**src/rtl/layer_seq_pkg.sv**
```systemverilog
// layer_seq_pkg: shared FSM state encoding and index-width helper for
// layer_sequencer and its optional argmax_tracker.
package layer_seq_pkg;

  // Sequencer phases: gather a full frame, stream it out, then a one-cycle wrap-up.
  typedef enum logic [1:0] {
    COLLECT = 2'd0,
    SHIFT   = 2'd1,
    DONE    = 2'd2
  } seq_state_t;

  // Width of an index that addresses n slots. It is at least 1 bit, so the
  // degenerate single-neuron case still gives a legal vector.
  function automatic int idx_width(input int n);
    return (n > 1) ? $clog2(n) : 1;
  endfunction

endpackage

```
**src/rtl/argmax_tracker.sv**
```systemverilog
// argmax_tracker: running signed maximum over the beats of one frame.
// This module is only instantiated by layer_sequencer when the macro
// LAYER_SEQ_ARGMAX_EN is defined.
// A beat at index 0 restarts the search. Only a strictly greater value
// replaces the current best, so on a tie the lower index is kept.
module argmax_tracker #(
  parameter int dataWidth = 16,
  parameter int IW        = 4
) (
  input  logic                 clk,
  input  logic                 rst,
  input  logic                 beat,
  input  logic                 last,
  input  logic [IW-1:0]        beat_idx,
  input  logic [dataWidth-1:0] beat_data,
  output logic [IW-1:0]        argmax_idx,
  output logic                 argmax_valid
);

  logic signed [dataWidth-1:0] max_val;
  logic [IW-1:0]               best_idx;
  logic                        take;
  logic [IW-1:0]               best_next;

  // Decide whether the current beat becomes the new best candidate.
  always_comb begin
    take      = (beat_idx == '0) || ($signed(beat_data) > max_val);
    best_next = take ? beat_idx : best_idx;
  end

  // Keep the running maximum, and publish the result on the final accepted beat.
  always_ff @(posedge clk or negedge rst) begin
    if (!rst) begin
      max_val      <= '0;
      best_idx     <= '0;
      argmax_idx   <= '0;
      argmax_valid <= 1'b0;
    end else begin
      argmax_valid <= beat && last;
      if (beat) begin
        if (take) max_val <= $signed(beat_data);
        best_idx <= best_next;
        if (last) argmax_idx <= best_next;
      end
    end
  end

endmodule

```
**src/rtl/layer_sequencer.sv**
```systemverilog
// layer_sequencer: gathers NN parallel neuron outputs and replays them as a
// ready/valid serial stream in index order, with a sticky overrun flag.
// Optional feature: define LAYER_SEQ_ARGMAX_EN to add the argmax_idx and
// argmax_valid outputs, which report the index of the largest word.
module layer_sequencer
  import layer_seq_pkg::*;
#(
  parameter int NN        = 10,
  parameter int dataWidth = 16
) (
  input  logic                    clk,
  input  logic                    rst,
  input  logic [NN-1:0]           l_valid,
  input  logic [NN*dataWidth-1:0] l_data,
  input  logic                    out_ready,
  output logic [dataWidth-1:0]    x_out,
  output logic                    x_valid,
  output logic                    busy,
  output logic                    layer_done,
  output logic                    overrun
`ifdef LAYER_SEQ_ARGMAX_EN
  ,
  output logic [idx_width(NN)-1:0] argmax_idx,
  output logic                     argmax_valid
`endif
);

  localparam int            IW       = idx_width(NN);
  localparam logic [IW-1:0] LAST_IDX = IW'(NN - 1);

  seq_state_t           state;
  logic [NN-1:0]        pending;
  logic [IW-1:0]        idx;
  logic [dataWidth-1:0] buffer [NN];
  logic [NN-1:0]        capture;
  logic [NN-1:0]        pending_next;
  logic                 accept;
  logic                 drop;

  // A slot captures only in COLLECT and only while it is still empty.
  for (genvar gi = 0; gi < NN; gi++) begin : g_capture
    assign capture[gi] = (state == COLLECT) && l_valid[gi] && !pending[gi];
  end

  // Derive the frame bookkeeping and the Moore outputs from the registered state.
  always_comb begin
    pending_next = pending | capture;
    accept       = (state == SHIFT) && out_ready;
    // Any valid pulse that was not captured is a dropped word.
    drop         = |(l_valid & ~capture);
    x_valid      = (state == SHIFT);
    x_out        = (state == SHIFT) ? buffer[idx] : '0;
    busy         = (state != COLLECT);
    layer_done   = (state == DONE);
  end

  // Frame storage. It needs no reset, because pending gates every read.
  always_ff @(posedge clk) begin
    for (int i = 0; i < NN; i++) begin
      if (capture[i]) buffer[i] <= l_data[i*dataWidth +: dataWidth];
    end
  end

  // Sequencer FSM: collect, stream with back-pressure, then pulse done.
  always_ff @(posedge clk or negedge rst) begin
    if (!rst) begin
      state   <= COLLECT;
      pending <= '0;
      idx     <= '0;
      overrun <= 1'b0;
    end else begin
      if (drop) overrun <= 1'b1;
      case (state)
        COLLECT: begin
          pending <= pending_next;
          idx     <= '0;
          // Enter SHIFT together with the last capture, so x_valid rises in the next cycle.
          if (&pending_next) state <= SHIFT;
        end
        SHIFT: begin
          if (accept) begin
            if (idx == LAST_IDX) state <= DONE;
            else                 idx   <= idx + 1'b1;
          end
        end
        DONE: begin
          pending <= '0;
          idx     <= '0;
          state   <= COLLECT;
        end
        default: begin
          pending <= '0;
          idx     <= '0;
          state   <= COLLECT;
        end
      endcase
    end
  end

`ifdef LAYER_SEQ_ARGMAX_EN
  argmax_tracker #(
    .dataWidth (dataWidth),
    .IW        (IW)
  ) u_argmax (
    .clk          (clk),
    .rst          (rst),
    .beat         (accept),
    .last         (idx == LAST_IDX),
    .beat_idx     (idx),
    .beat_data    (x_out),
    .argmax_idx   (argmax_idx),
    .argmax_valid (argmax_valid)
  );
`endif

endmodule

```
**config.mk**
```make
export PLATFORM = sky130hd
export DESIGN_NAME = layer_sequencer
export DESIGN_NICKNAME = d
export VERILOG_FILES = /design/src/rtl/layer_seq_pkg.sv /design/src/rtl/argmax_tracker.sv /design/src/rtl/layer_sequencer.sv
export SDC_FILE = /design/constraint.sdc
export NUM_CORES = 1
export LEC_CHECK = 0
export ABC_AREA = 0
export BUFFER_PORTS_ARGS = -buffer_cell sky130_fd_sc_hd__buf_2
export CORE_MARGIN = 1.5
export CORE_UTILIZATION = 55
export CTS_CLUSTER_DIAMETER = 50
export CTS_CLUSTER_SIZE = 30
export DETAILED_ROUTE_END_ITERATION = 8
export GPL_TIMING_DRIVEN = 0
export PLACE_DENSITY = 0.83
export SYNTH_ARGS = -nofsm -noshare
export SYNTH_HDL_FRONTEND = slang
export SYNTH_HIERARCHICAL = 1
export SYNTH_SLANG_ARGS = --single-unit
export TNS_END_PERCENT = 10
```
**constraint.sdc**
```tcl
create_clock -name clk -period 5.7 [get_ports clk]
set_clock_uncertainty 0.2 [all_clocks]
set_input_delay 0.57 -clock clk [delete_from_list [all_inputs] [get_ports clk]]
set_output_delay 0.57 -clock clk [all_outputs]
set_load 0.05 [all_outputs]
```
* After elaboration in Yosys (flattened, before gate mapping)
Memory sizes are Yosys's and may differ from the RTL's.
Index checks and enable logic that the tools add are counted.
** Operators by class
- Add/subtract/negate cells :: 1
- Equal/unequal tests :: 7
- Muxes and demuxes :: 29
- Bitwise logic cells :: 3
- Reduce and logical (&&, ||, !) cells :: 37
** Operators by type and width (count)
- 1-bit logical AND :: 21
- 1-bit two-way mux :: 20
- 10-bit one-hot mux with 2 select lines :: 1
- 16-bit two-way mux :: 1
- 4-bit two-way mux :: 3
- 10-bit AND :: 1
- 1-bit logical NOT :: 10
- 10-bit NOT :: 1
- 10-bit OR :: 1
- 10-bit AND reduction :: 1
- 10-bit OR reduction :: 1
- 2-bit two-way mux :: 3
- 2-bit by 1-bit != test with 1-bit output, second input constant :: 3
- 4-bit by 1-bit adder with 4-bit output, second input constant :: 1
- 4-bit equality test, second input constant :: 1
- 2-bit one-hot mux with 2 select lines :: 1
- 3-bit AND reduction :: 1
- 2-bit by 1-bit equality test with 1-bit output, second input constant :: 1
- 2-bit equality test, second input constant :: 1
- 2-bit logical NOT :: 1
- 2-bit != test, second input constant :: 1
- 2-bit AND reduction :: 1
- 2-bit nonzero test :: 1
** Storage, ports and cells
- Flip-flop bits (word level) :: 17
- Memory bits (writable) :: 160
- Bits of input ports :: 173
- Output and inout port bits :: 20
- Logic and storage cells :: 82
- Memories kept :: 1
** Memories
- buffer :: words 10, width 16, read ports 1, clocked after memory_dff 0, wr ports 10, line layer_sequencer.sv:34 : logic [dataWidth-1:0] buffer [NN];

* Depth between registers and ports, before layout
Gate-level depths: netlist of the first run.
- Depth after elaboration :: 7
- Mapped depth :: 7
- Gate-level depth less buffers :: 5

* Worst setup path before layout of the first run
Ideal clock, no wire load.
- Kind :: flip-flop to flip-flop
- Start :: register state[1]
- End :: memory buffer[0][0] (enable)
- Library setup time :: 413 ps
- Arrival :: 2528 ps
- Data required time :: 5087 ps
- Setup slack :: 2559 ps
- Cell stages (with the launch flop) :: 6
- Buffers on the path :: 2
- Clock period less this slack :: 3141 ps
- Cells stage by stage :: dfrtp_1 > buf_2 > nor2_1 > inv_2 > clkbuf_1 > nor3b_1
** RTL lines
- start, declared :: line layer_sequencer.sv:31 : seq_state_t state;
- start signal, assigned :: line layer_sequencer.sv:67 : state <= COLLECT;
- start signal, assigned :: line layer_sequencer.sv:78 : if (&pending_next) state <= SHIFT;
- start signal, assigned :: line layer_sequencer.sv:82 : if (idx == LAST_IDX) state <= DONE;
- end, declared :: line layer_sequencer.sv:34

* Worst setup path after layout of the first run
- Start :: register idx[1]
- End :: output port x_out[7]
** On the way
- Word-level cells in the longest chain between the ends :: 2
** Ends and longest elaborated chain
- start, declared :: line layer_sequencer.sv:33 : logic [IW-1:0] idx;
- start signal, assigned :: line layer_sequencer.sv:83 : else idx <= idx + 1'b1;
- memory 10 x 16 bit
- 16-bit two-way mux :: line layer_sequencer.sv:52 : x_out = (state == SHIFT) ? buffer[idx] : '0;
- end, declared :: line layer_sequencer.sv:16 : output logic [dataWidth-1:0] x_out,
No other way between the ends.

==> results of run 1 <==
## layout by cell type (no fill, tap or decap), types with 2 or more instances in the layout
cell type	count
a211oi_1	14
a211oi_2	2
a21oi_1	13
buf_12	5
buf_2	201
buf_6	9
clkbuf_1	7
clkbuf_16	17
clkinv_2	2
clkinvlp_4	7
dfrtp_1	17
edfxtp_1	160
ha_1	2
inv_1	4
inv_2	2
inv_6	2
mux2i_1	16
mux4_1	3
mux4_2	29
nand2_1	2
nand2b_1	2
nand4_1	2
nor2_1	15
nor3b_2	9
o21ai_0	2
o22ai_1	18
o22ai_2	2
o31ai_1	10
or3_1	2
## registers in the layout (all words and copies together), names as in the netlist
register	flops
overrun	1
pending	10
buffer	160
idx	4
state	2
## power by group
part,total (mW),leakage [nW],internal [mW],switching (mW)
clock,1.07,0.245,0.599,0.468
sequential,1.57,1.61,1.50,0.0654
combinational,1.70,1.41,0.601,1.10
## metal layers
metal  global-route usage (%)  vias up  routed length [microns]
met2                     41.5      221                     8230
met1                     32.7     2117                     6480
met3                     5.14       24                     1190
met4                     9.84        0                      303
met5                        0        -                        0
li1                         -     1933                        -
## worst max-delay path: stages (launching register included)
cell	delay, ns
dfrtp_1	0.45
nand2b_1	0.09
buf_2	0.18
clkbuf_1	0.42
o22ai_1	0.28
a211oi_1	0.27
buf_2	0.30
## per-stage QoR
step | instance area, sq um | utilization (%)
finish | 8920 | 71.0
global route | 8920 | 71.0
CTS | 8920 | 71.0
detailed placement | 8360 | 66.6
global placement | 8210 | 65.3
floorplan | 7040 | -
## path summary, 6_finish.rpt
path | cells past startpoint | from | end | slack [ns]
worst max-delay path | 6 | idx[1] | x_out[7] | 2.51
min in group asynchronous | 2 | rst | pending[1] | 0.41
worst max register to register | 6 | state[1] | buffer[2][7] | 2.90
worst min register to register | 2 | pending[1] | pending[1] | 0.37
worst min-delay path | 1 | l_data[19] | buffer[1][3] | 0.12
max in group asynchronous | 2 | rst | pending[9] | 4.61
## logic make-up (layout without fill, tap and decap cells)
kind of cell             count (synthesis)  count (layout)  share of synthesized area [%]
XOR/XNOR                                 1               1                          0.125
adder cells (fa/ha/maj)                  2               2                          0.356
AND/OR/NAND/NOR                         41              41                           3.25
buffers and inverters                   28             262                           2.93
multiplexers                            48              48                           12.7
flip-flops                             177             177                           74.3
AO/OA/AOI/OAI                           64              64                           6.31
## final cells by class
type                    count  area [sq um]
flip-flops and latches    177          5230
inverters                   6          22.5
fillers                   787          3650
plain buffers              22           184
clock buffers              19           433
well taps                 172           215
clock inverters            13           114
multi-input cells         156          1650
repair buffers            202          1080
## repair_timing
action | CTS | global route
hold endpoints to repair | 17 | 0
hold buffers | 1 | 0
gates resized for setup | 0 | 0
==> reports/results.txt, run 1 <==
fin crit period: 3.19 ns
Synth Register Bits: 177
Synth top area share: 68.3%
H-tree levels: 4
Die Wd: 116 microns
core area: 12600 sq um
Synth Flop Type: edfxtp_1
Worst-Skew Late Latency: 0.42 ns
largest net degree at the start of global routing: 18
share of layout cells above drive strength 1: 48.9%
TritonCTS buffer count: 17
area delta synth->final: 26.8%
DRC: 0
Initial DRT Pass Iterations: 7
first-pass GRT wire length: 23.5 mm
I/O pin cnt: 193
RSZ-0062 raised after global routing: no
final setup violation count: 0
Rows: 41
PnR worst setup slack: 2.51 ns
gpl congestion: 0.865
commonest cells in the netlist: 160 x edfxtp_1, 29 x mux4_2, 18 x o22ai_1
Final Max Tran Viols: 0
n_diodes: 0
top-count cell post-synth: edfxtp_1
GRT Total Usage: 24.9%
Final Power: 4.33 mW
status: complete, no violations
Total Routed Length: 16.2 mm
Finished Layout Cells: 767
Synth Instances: 361
Peak VDD IR: 230 uV
Root Buffer: clkbuf_16
DP HPWL: 12.5 mm
Place WS: 2.91 ns
CTS tree: built
detailed-route wire length per cell: 21.1 microns
Vias: 4295
die height: 116 microns
register area share after synthesis: 74.3%
full die area: 13500 sq um
Post-synth ARST share: 9.60%
static leakage: 3.27 nW
Hold Slack: 0.116 ns
largest buffer count on any clock path: 2
CTS sink cnt: 177
Post-CTS Setup Inserts: 0
mean post-synth cell area: 19.5 sq um
mapped cell area: 7040 sq um
initial antenna violation count: 0
Req. time, crit path: 4.93 ns
critical path peak fanout: 10
Max Clk Rate: 314 MHz
HP Class: in2reg
Power Density: 486 nW/um^2
via/cell ratio: 5.60
critical path type: reg2out
vias in the first global route: 4354
worst-margin pin slew: 0.944 ns
Area contributors post-synth: edfxtp_1 68%, mux4_2 9.3%, dfrtp_1 6.0%
Netlist cell types: 39
Layout Nets: 757
Placed Cells: 734
TNS Setup: 0 ns
Initial Utilization: 56.0%
endpoints failing hold: 0
grt ovf: 0
startpoint types: flop
Antenna Violating Nets Remaining: 0
Worst Path Arrival: 2.42 ns
Crit. End Element: output port
CTS clk-pin slew, worst paths: 0.06 ns
Slew Limit Headroom: 37.0%
Yosys warnings: 6
max cap viols: 0
Post-synth EDFFs: 160
PortBufs: 192
Final period util: 55.9%
DR iter-0 viols: 279
leading area contributor after synthesis: edfxtp_1
syn nets: 536
Note: power is estimated with default switching activity, not from simulation.
==> run 2: changes to the inputs <==
--- a/config.mk
+++ b/config.mk
@@ -8,12 +8,12 @@
 export ABC_AREA = 0
 export BUFFER_PORTS_ARGS = -buffer_cell sky130_fd_sc_hd__buf_2
 export CORE_MARGIN = 1.5
-export CORE_UTILIZATION = 55
+export CORE_UTILIZATION = 47
 export CTS_CLUSTER_DIAMETER = 50
 export CTS_CLUSTER_SIZE = 30
 export DETAILED_ROUTE_END_ITERATION = 8
 export GPL_TIMING_DRIVEN = 0
-export PLACE_DENSITY = 0.83
+export PLACE_DENSITY = 0.76
 export SYNTH_ARGS = -nofsm -noshare
 export SYNTH_HDL_FRONTEND = slang
 export SYNTH_HIERARCHICAL = 1
==> constraint.sdc (replaced) <==
create_clock -name clk -period 2.9 [get_ports clk]
set_clock_uncertainty 0.2 [all_clocks]
set_input_delay 0.29 -clock clk [delete_from_list [all_inputs] [get_ports clk]]
set_output_delay 0.29 -clock clk [all_outputs]
set_load 0.05 [all_outputs]
==> run 2 against run 1 <==
  * The flow now stops in clock tree synthesis
  * Synthesized cell count did not move
  * Synthesized area unchanged
==> reports/results.txt, run 2 <==
status: aborted with a tool error (was complete, no violations)
Fail Step: clock tree synthesis
Log Error: [ERROR RSZ-0060] Max buffer count reached.
Synth top area share: 68.3% (unchanged)
CTS sink cnt: 177 (unchanged)
Area contributors post-synth: edfxtp_1 68%, mux4_2 9.3%, dfrtp_1 6.0% (unchanged)
Placed Cells: 747 (was 734)
I/O pin cnt: 193 (unchanged)
Root Buffer: clkbuf_16 (unchanged)
top-count cell post-synth: edfxtp_1 (unchanged)
syn nets: 536 (unchanged)
Netlist cell types: 39 (unchanged)
Synth Instances: 361 (unchanged)
Die Wd: 125 microns (was 116 microns)
leading area contributor after synthesis: edfxtp_1 (unchanged)
Initial Utilization: 48.2% (was 56.0%)
post-cts sizing count: 6 (was 0)
largest buffer count on any clock path: 2 (unchanged)
Rows: 44 (was 41)
commonest cells in the netlist: 160 x edfxtp_1, 29 x mux4_2, 18 x o22ai_1 (unchanged)
die height: 125 microns (was 116 microns)
mapped cell area: 7040 sq um (unchanged)
Post-synth EDFFs: 160 (unchanged)
Synth Flop Type: edfxtp_1 (unchanged)
Hold-fix buffers, CTS: 157 (was 1)
H-tree levels: 4 (unchanged)
mean post-synth cell area: 19.5 sq um (unchanged)
Post-synth ARST share: 9.60% (unchanged)
Synth Register Bits: 177 (unchanged)
register area share after synthesis: 74.3% (unchanged)
Post-CTS Setup Inserts: 0 (unchanged)
PortBufs: 192 (unchanged)
Yosys warnings: 6 (unchanged)
gpl congestion: 0.876 (was 0.865)
TritonCTS buffer count: 17 (unchanged)
DP HPWL: 13.1 mm (was 12.5 mm)
==> run 2: cell counts after synthesis <==
No cell type changed its count.
==> run 2: kinds of logic after synthesis <==
| group | synth area share (%) |
|---|---|
| adder cells (fa/ha/maj) | 0.356 |
| flip-flops | 74.3 |
| buffers and inverters | 2.93 |
| AO/OA/AOI/OAI | 6.31 |
| multiplexers | 12.7 |
| AND/OR/NAND/NOR | 3.25 |
| XOR/XNOR | 0.125 |
==> run 2: metrics by stage <==
| stage | TNS [ns] | utilization (%) | cell area, sq um | setup WS (ns) | hold slack (ns) |
|---|---|---|---|---|---|
| 2_1_floorplan | -34.77 | - | 7040 | -0.241 | -0.206 |
| 3_3_place_gp | -152.64 | 56.4 | 8230 | -1.21 | 0.0321 |
| 3_5_place_dp | 0 | 57.5 | 8390 | 0.0596 | 0.0376 |
==> run 3: changes to the inputs <==
--- a/config.mk
+++ b/config.mk
@@ -8,12 +8,10 @@
 export ABC_AREA = 0
 export BUFFER_PORTS_ARGS = -buffer_cell sky130_fd_sc_hd__buf_2
 export CORE_MARGIN = 1.5
-export CORE_UTILIZATION = 47
-export CTS_CLUSTER_DIAMETER = 50
-export CTS_CLUSTER_SIZE = 30
+export CORE_UTILIZATION = 40
 export DETAILED_ROUTE_END_ITERATION = 8
 export GPL_TIMING_DRIVEN = 0
-export PLACE_DENSITY = 0.76
+export PLACE_DENSITY_LB_ADDON = 0.15
 export SYNTH_ARGS = -nofsm -noshare
 export SYNTH_HDL_FRONTEND = slang
 export SYNTH_HIERARCHICAL = 1
==> constraint.sdc (replaced) <==
create_clock -name clk -period 3.8 [get_ports clk]
set_clock_uncertainty 0.2 [all_clocks]
set_input_delay 0.38 -clock clk [delete_from_list [all_inputs] [get_ports clk]]
set_output_delay 0.38 -clock clk [all_outputs]
set_load 0.05 [all_outputs]
==> run 3 against run 2 <==
  * The run now ends clean
==> reports/results.txt, run 3 (synthesis results as in run 1) <==
HP Class: in2reg
Rows: 48 (was 44)
status: complete, no violations (was aborted with a tool error)
TritonCTS buffer count: 17 (unchanged)
die height: 136 microns (was 125 microns)
Worst Path Arrival: 2.53 ns
largest reg by FF count: buffer
static leakage: 3.95 nW
slowest stage delay, CP: 0.49 ns
Layout Nets: 918
critical path type: reg2out
area delta synth->final: 50.5%
Slowest cell on crit path: clkbuf_1
switching share of total power: 37.9%
fillers: 1309
Total Routed Length: 19.8 mm
max cap viols: 0
final setup violation count: 0
TNS Setup: 0 ns
largest net degree at the start of global routing: 18
max reg flops: 160
Vias: 4851
full die area: 18400 sq um
largest buffer count on any clock path: 2 (unchanged)
Clk network pwr share: 23.9%
Switching Power: 2.54 mW
Antenna Violating Nets Remaining: 0
via/cell ratio: 4.96
I/O pin cnt: 193 (unchanged)
Gate power share: 41.0%
Final period util: 81.9%
Slew Limit Headroom: 38.9%
vias in the first global route: 5354
CTS tree: built
startpoint types: flop
DRC: 0
RSZ-0062 raised after global routing: no
Internal: 4.16 mW
endpoints failing hold: 0
GRT Total Usage: 22.7%
fin crit period: 3.11 ns
core area: 17200 sq um
Max Clk Rate: 321 MHz
Place WS: 0.983 ns (was 0.0596 ns)
detailed-route wire length per cell: 20.2 microns
Finished Layout Cells: 979
Final Max Tran Viols: 0
share of power burned in registers: 35.1%
DP HPWL: 13.9 mm (was 13.1 mm)
CP dominant cell by count: buf_2
Crit. End Element: output port
Die Wd: 136 microns (was 125 microns)
grt ovf: 0
post-cts sizing count: 0 (was 6)
Worst R2R Setup Slack: 1.01 ns
first-pass GRT wire length: 29.7 mm
CTS sink cnt: 177 (unchanged)
CTS clk-pin slew, worst paths: 0.06 ns
DR iter-0 viols: 227
share of layout cells above drive strength 1: 38.3%
CP Buf/Inv Count: 3
Req. time, crit path: 3.22 ns
biggest regs: buffer: 160 flops, pending: 10 flops, idx: 4 flops
Peak VDD IR: 828 uV
gpl congestion: 0.835 (was 0.876)
Initial DRT Pass Iterations: 4
H-tree levels: 4 (unchanged)
n_diodes: 0
PortBufs: 192 (unchanged)
Power Density: 632 nW/um^2
Initial Utilization: 40.8% (was 48.2%)
Root Buffer: clkbuf_16 (unchanged)
critical path peak fanout: 10
initial antenna violation count: 0
commonest non-fill, non-tap cell in the layout: buf_2
Top Family by Delay on Critical Path: buffers and inverters
PnR worst setup slack: 0.687 ns
crit-path cells: nand2b_1 > buf_2 > clkbuf_1 > o22ai_1 > a211oi_1 > buf_2
most frequent cells in the layout: 201 x buf_2, 161 x dlygate4sd3_1, 160 x edfxtp_1
Worst-Skew Late Latency: 0.42 ns
worst-margin pin slew: 0.913 ns
Placed Cells: 788 (was 747)
==> run 3: final cells by class <==
type | count | area (sq um) | area share [%]
repair buffers | 363 | 2700 | 25.5
well taps | 225 | 282 | 2.66
clock buffers | 21 | 440 | 4.16
inverters | 6 | 22.5 | 0.213
flip-flops and latches | 177 | 5230 | 49.4
multi-input cells | 156 | 1650 | 15.6
plain buffers | 22 | 184 | 1.74
clock inverters | 9 | 86.3 | 0.815
==> run 3: routing by layer <==
layer | routed length (microns) | part of all wire, % | track usage [%]
met5 | 0 | 0 | 0
met4 | 298 | 1.5 | 6.63
met3 | 1170 | 5.9 | 5.27
met2 | 9860 | 50 | 38.3
met1 | 8470 | 43 | 29.3
==> run 3: worst paths after layout <==
| check | from | endpoint | depth (start not counted) |
|---|---|---|---|
| max | idx[1] | x_out[12] | 6 |
| max in group asynchronous | rst | idx[3] | 2 |
| max reg2reg | state[1] | buffer[0][6] | 6 |
| min reg2reg | pending[4] | pending[4] | 2 |
| min | out_ready | idx[1] | 2 |
| min in group asynchronous | rst | pending[4] | 2 |
==> run 3: power by group through the flow <==
stage | combinational (mW) | sequential [mW] | clock, mW
3_3_place_gp | 2.58 | 2.38 | 0
2_1_floorplan | 1.88 | 2.36 | 0
5_1_grt | 2.92 | 2.36 | 1.71
3_5_place_dp | 2.63 | 2.39 | 0
4_1_cts | 2.76 | 2.35 | 1.64
6_report | 2.74 | 2.35 | 1.60
==> run 3: timing repair <==
| action | CTS | global route |
|---|---|---|
| hold buffers | 161 | 0 |
| hold endpoints to repair | 177 | 0 |
| buffers inserted | 0 | 0 |
| endpoints found under the setup margin | 0 | 0 |
==> run 3: stage by stage <==
stage	utilization (%)	cell area (sq um)	power (mW)	hold slack (ns)
after floorplan	-	7040	4.24	-0.116
after global placement	48.0	8280	4.96	0.121
after detailed placement	49.0	8450	5.01	0.131
after CTS	61.4	10600	6.74	0.0107
after global routing	61.4	10600	6.99	0.0235
final	61.4	10600	6.69	0.0277
==> run 4: changes to the inputs <==
--- a/config.mk
+++ b/config.mk
@@ -5,7 +5,7 @@
 export SDC_FILE = /design/constraint.sdc
 export NUM_CORES = 1
 export LEC_CHECK = 0
-export ABC_AREA = 0
+export ABC_AREA = 1
 export BUFFER_PORTS_ARGS = -buffer_cell sky130_fd_sc_hd__buf_2
 export CORE_MARGIN = 1.5
 export CORE_UTILIZATION = 40
==> constraint.sdc (replaced) <==
create_clock -name clk -period 2.5 [get_ports clk]
set_clock_uncertainty 0.2 [all_clocks]
set_input_delay 0.25 -clock clk [delete_from_list [all_inputs] [get_ports clk]]
set_output_delay 0.25 -clock clk [all_outputs]
set_load 0.05 [all_outputs]
==> run 4 against run 3 <==
  * Register-to-register slack got worse by 0.69 ns
  * Global-route usage is 1.5 points higher
  * Via count increased by 38%
  * Design area up 12%
  * Non-clock buffer count rose by 22
  * Final cell count is 47% higher
  * Worst hold slack gained 0.058 ns
  * Sequential power rose by 50%
==> reports/results.txt, run 4 <==
status: complete, no violations (unchanged)
Power Density: 969 nW/um^2 (was 632 nW/um^2)
Layout Nets: 1338 (was 918)
share of layout cells above drive strength 1: 27.0% (was 38.3%)
Synth Flop Type: edfxtp_1 (unchanged)
Worst Path Arrival: 2.00 ns (was 2.53 ns)
endpoints failing hold: 0 (unchanged)
CTS sink cnt: 177 (unchanged)
DRC: 0 (unchanged)
syn nets: 946 (was 536)
Post-synth ARST share: 9.60% (unchanged)
Rows: 50 (was 48)
max cap viols: 0 (unchanged)
full die area: 20300 sq um (was 18400 sq um)
largest buffer count on any clock path: 2 (unchanged)
Synth Instances: 771 (was 361)
detailed-route wire length per cell: 16.9 microns (was 20.2 microns)
mapped cell area: 7790 sq um (was 7040 sq um)
CTS clk-pin slew, worst paths: 0.07 ns (was 0.06 ns)
Vias: 6699 (was 4851)
Worst-Skew Late Latency: 0.42 ns (about the same)
core area: 18900 sq um (was 17200 sq um)
top-count cell post-synth: nand2_1 (was edfxtp_1)
Max Clk Rate: 409 MHz
Die Wd: 143 microns (was 136 microns)
fillers: 1540 (was 1309)
initial antenna violation count: 0 (unchanged)
Final Max Tran Viols: 0 (unchanged)
critical path type: reg2out (unchanged)
Yosys warnings: 6 (unchanged)
Area contributors post-synth: edfxtp_1 62%, nand2_1 11%, nand3_1 7.5% (was edfxtp_1 68%, mux4_2 9.3%, dfrtp_1 6.0%)
via/cell ratio: 4.66 (was 4.96)
biggest regs: buffer: 160 flops, pending: 10 flops, idx: 4 flops (unchanged)
Synth Register Bits: 177 (unchanged)
DP HPWL: 16.2 mm (was 13.9 mm)
HP Class: in2async (was in2reg)
final setup violation count: 0 (unchanged)
register area share after synthesis: 67.1% (was 74.3%)
critical path peak fanout: 10 (unchanged)
commonest non-fill, non-tap cell in the layout: nand2_1 (was buf_2)
PortBufs: 192 (unchanged)
static leakage: 5.39 nW (was 3.95 nW)
mean post-synth cell area: 10.1 sq um (was 19.5 sq um)
area delta synth->final: 51.9% (was 50.5%)
Synth top area share: 61.7% (was 68.3%)
PnR worst setup slack: 0.0536 ns (was 0.687 ns)
RSZ-0062 raised after global routing: yes (was no)
H-tree levels: 4 (unchanged)
gpl congestion: 0.831 (was 0.835)
Initial DRT Pass Iterations: 5 (was 4)
largest reg by FF count: buffer (unchanged)
Place WS: 0.0293 ns (was 0.983 ns)
grt ovf: 0 (unchanged)
vias in the first global route: 6591 (was 5354)
fin crit period: 2.45 ns
TritonCTS buffer count: 17 (unchanged)
Total Routed Length: 24.3 mm (was 19.8 mm)
Crit. End Element: output port (unchanged)
first-pass GRT wire length: 35.4 mm (was 29.7 mm)
GRT Total Usage: 24.2% (was 22.7%)
startpoint types: flop (unchanged)
Final Power: 11.5 mW (was 6.69 mW)
die height: 143 microns (was 136 microns)
worst-margin pin slew: 0.981 ns (was 0.913 ns)
Post-synth EDFFs: 160 (unchanged)
leading area contributor after synthesis: edfxtp_1 (unchanged)
Worst R2R Setup Slack: 0.32 ns (was 1.01 ns)
Initial Utilization: 41.2% (was 40.8%)
max reg flops: 160 (unchanged)
commonest cells in the netlist: 227 x nand2_1, 160 x edfxtp_1, 143 x inv_1 (was 160 x edfxtp_1, 29 x mux4_2, 18 x o22ai_1)
Peak VDD IR: 589 uV (was 828 uV)
CTS tree: built (unchanged)
DR iter-0 viols: 496 (was 227)
largest net degree at the start of global routing: 18 (unchanged)
Antenna Violating Nets Remaining: 0 (unchanged)
Root Buffer: clkbuf_16 (unchanged)
Netlist cell types: 23 (was 39)
most frequent cells in the layout: 223 x nand2_1, 182 x buf_2, 172 x dlygate4sd3_1 (was 201 x buf_2, 161 x dlygate4sd3_1, 160 x edfxtp_1)
I/O pin cnt: 193 (unchanged)
Slew Limit Headroom: 34.6% (was 38.9%)
Req. time, crit path: 2.05 ns (was 3.22 ns)
Final period util: 97.9%
## run 4: worst paths after layout
check | from | to | cells after the start
worst max-delay path | idx[0] | x_out[11] | 9
worst min-delay path | rst | overrun | 2
worst max register to register | state[1] | buffer[8][14] | 4
worst min register to register | pending[2] | pending[2] | 2
max in group asynchronous | rst | idx[0] | 2
min in group clk | l_data[94] | buffer[5][14] | 2
## run 4: metrics by stage
stage / instances / setup TNS [ns] / util (%) / hold slack (ns) / cell area [sq um]
floorplan: 771 / 0 / - / -0.246 / 7790
global route: 1436 / -0.00258 / 62.6 / 0.115 / 11800
CTS: 1435 / -0.0282 / 61.7 / 0.0906 / 11700
finish: 1437 / 0 / 62.7 / 0.0852 / 11800
detailed placement: 1230 / 0 / 48.7 / 0.0135 / 9210
global placement: 1223 / -24.62 / 48.1 / 0.0107 / 9080
## run 4: where the power goes
part	leakage [nW]	total (mW)	switching, mW	internal [mW]
sequential	1.61	3.52	0.102	3.41
clock	0.290	2.71	1.14	1.57
combinational	3.49	5.25	3.43	1.82
total	5.39	11.5	4.66	6.81
## run 4: layout make-up
| class | count | area, sq um | share of cell area (%) |
|---|---|---|---|
| well taps | 260 | 325 | 2.75 |
| flip-flops and latches | 177 | 5230 | 44.2 |
| clock buffers | 18 | 429 | 3.63 |
| multi-input cells | 412 | 1960 | 16.5 |
| diodes | 1 | 2.50 | 0.0211 |
| clock inverters | 14 | 164 | 1.38 |
| plain buffers | 34 | 283 | 2.39 |
| inverters | 148 | 572 | 4.83 |
| repair buffers | 373 | 2870 | 24.3 |
## run 4: worst max-delay path: stages, from the launching register on
cell     delay [ns]
dfrtp_2        0.41
buf_6          0.16
inv_8          0.07
buf_6          0.14
nand2_1        0.06
nand3_1        0.12
nand3_1        0.14
nand2_1        0.10
a21oi_2        0.15
buf_4          0.21
## run 4: kinds of logic (layout without fill, tap and decap cells)
kind of cell,after synthesis,count (layout),synth area share [%]
adder cells (fa/ha/maj),2,2,0.321
other,0,1,0
AND/OR/NAND/NOR,371,371,20.0
AO/OA/AOI/OAI,39,39,2.50
buffers and inverters,182,587,10.0
flip-flops,177,177,67.1
## run 4: what timing repair did
item / in CTS / in global routing
endpoints found under the setup margin: 16 / 15
pin swaps: 0 / 3
cloned: 1 / 0
setup buffers: 0 / 1
hold endpoints to repair: 191 / 0
gates resized for setup: 42 / 52
hold buffers: 172 / 0
## run 4: per-layer routing
metal | GRT usage, % | wire (microns)
met1 | 30.8 | 9890
met3 | 4.21 | 1520
met4 | 9.22 | 678
met5 | 0 | 0
met2 | 41.2 | 12200
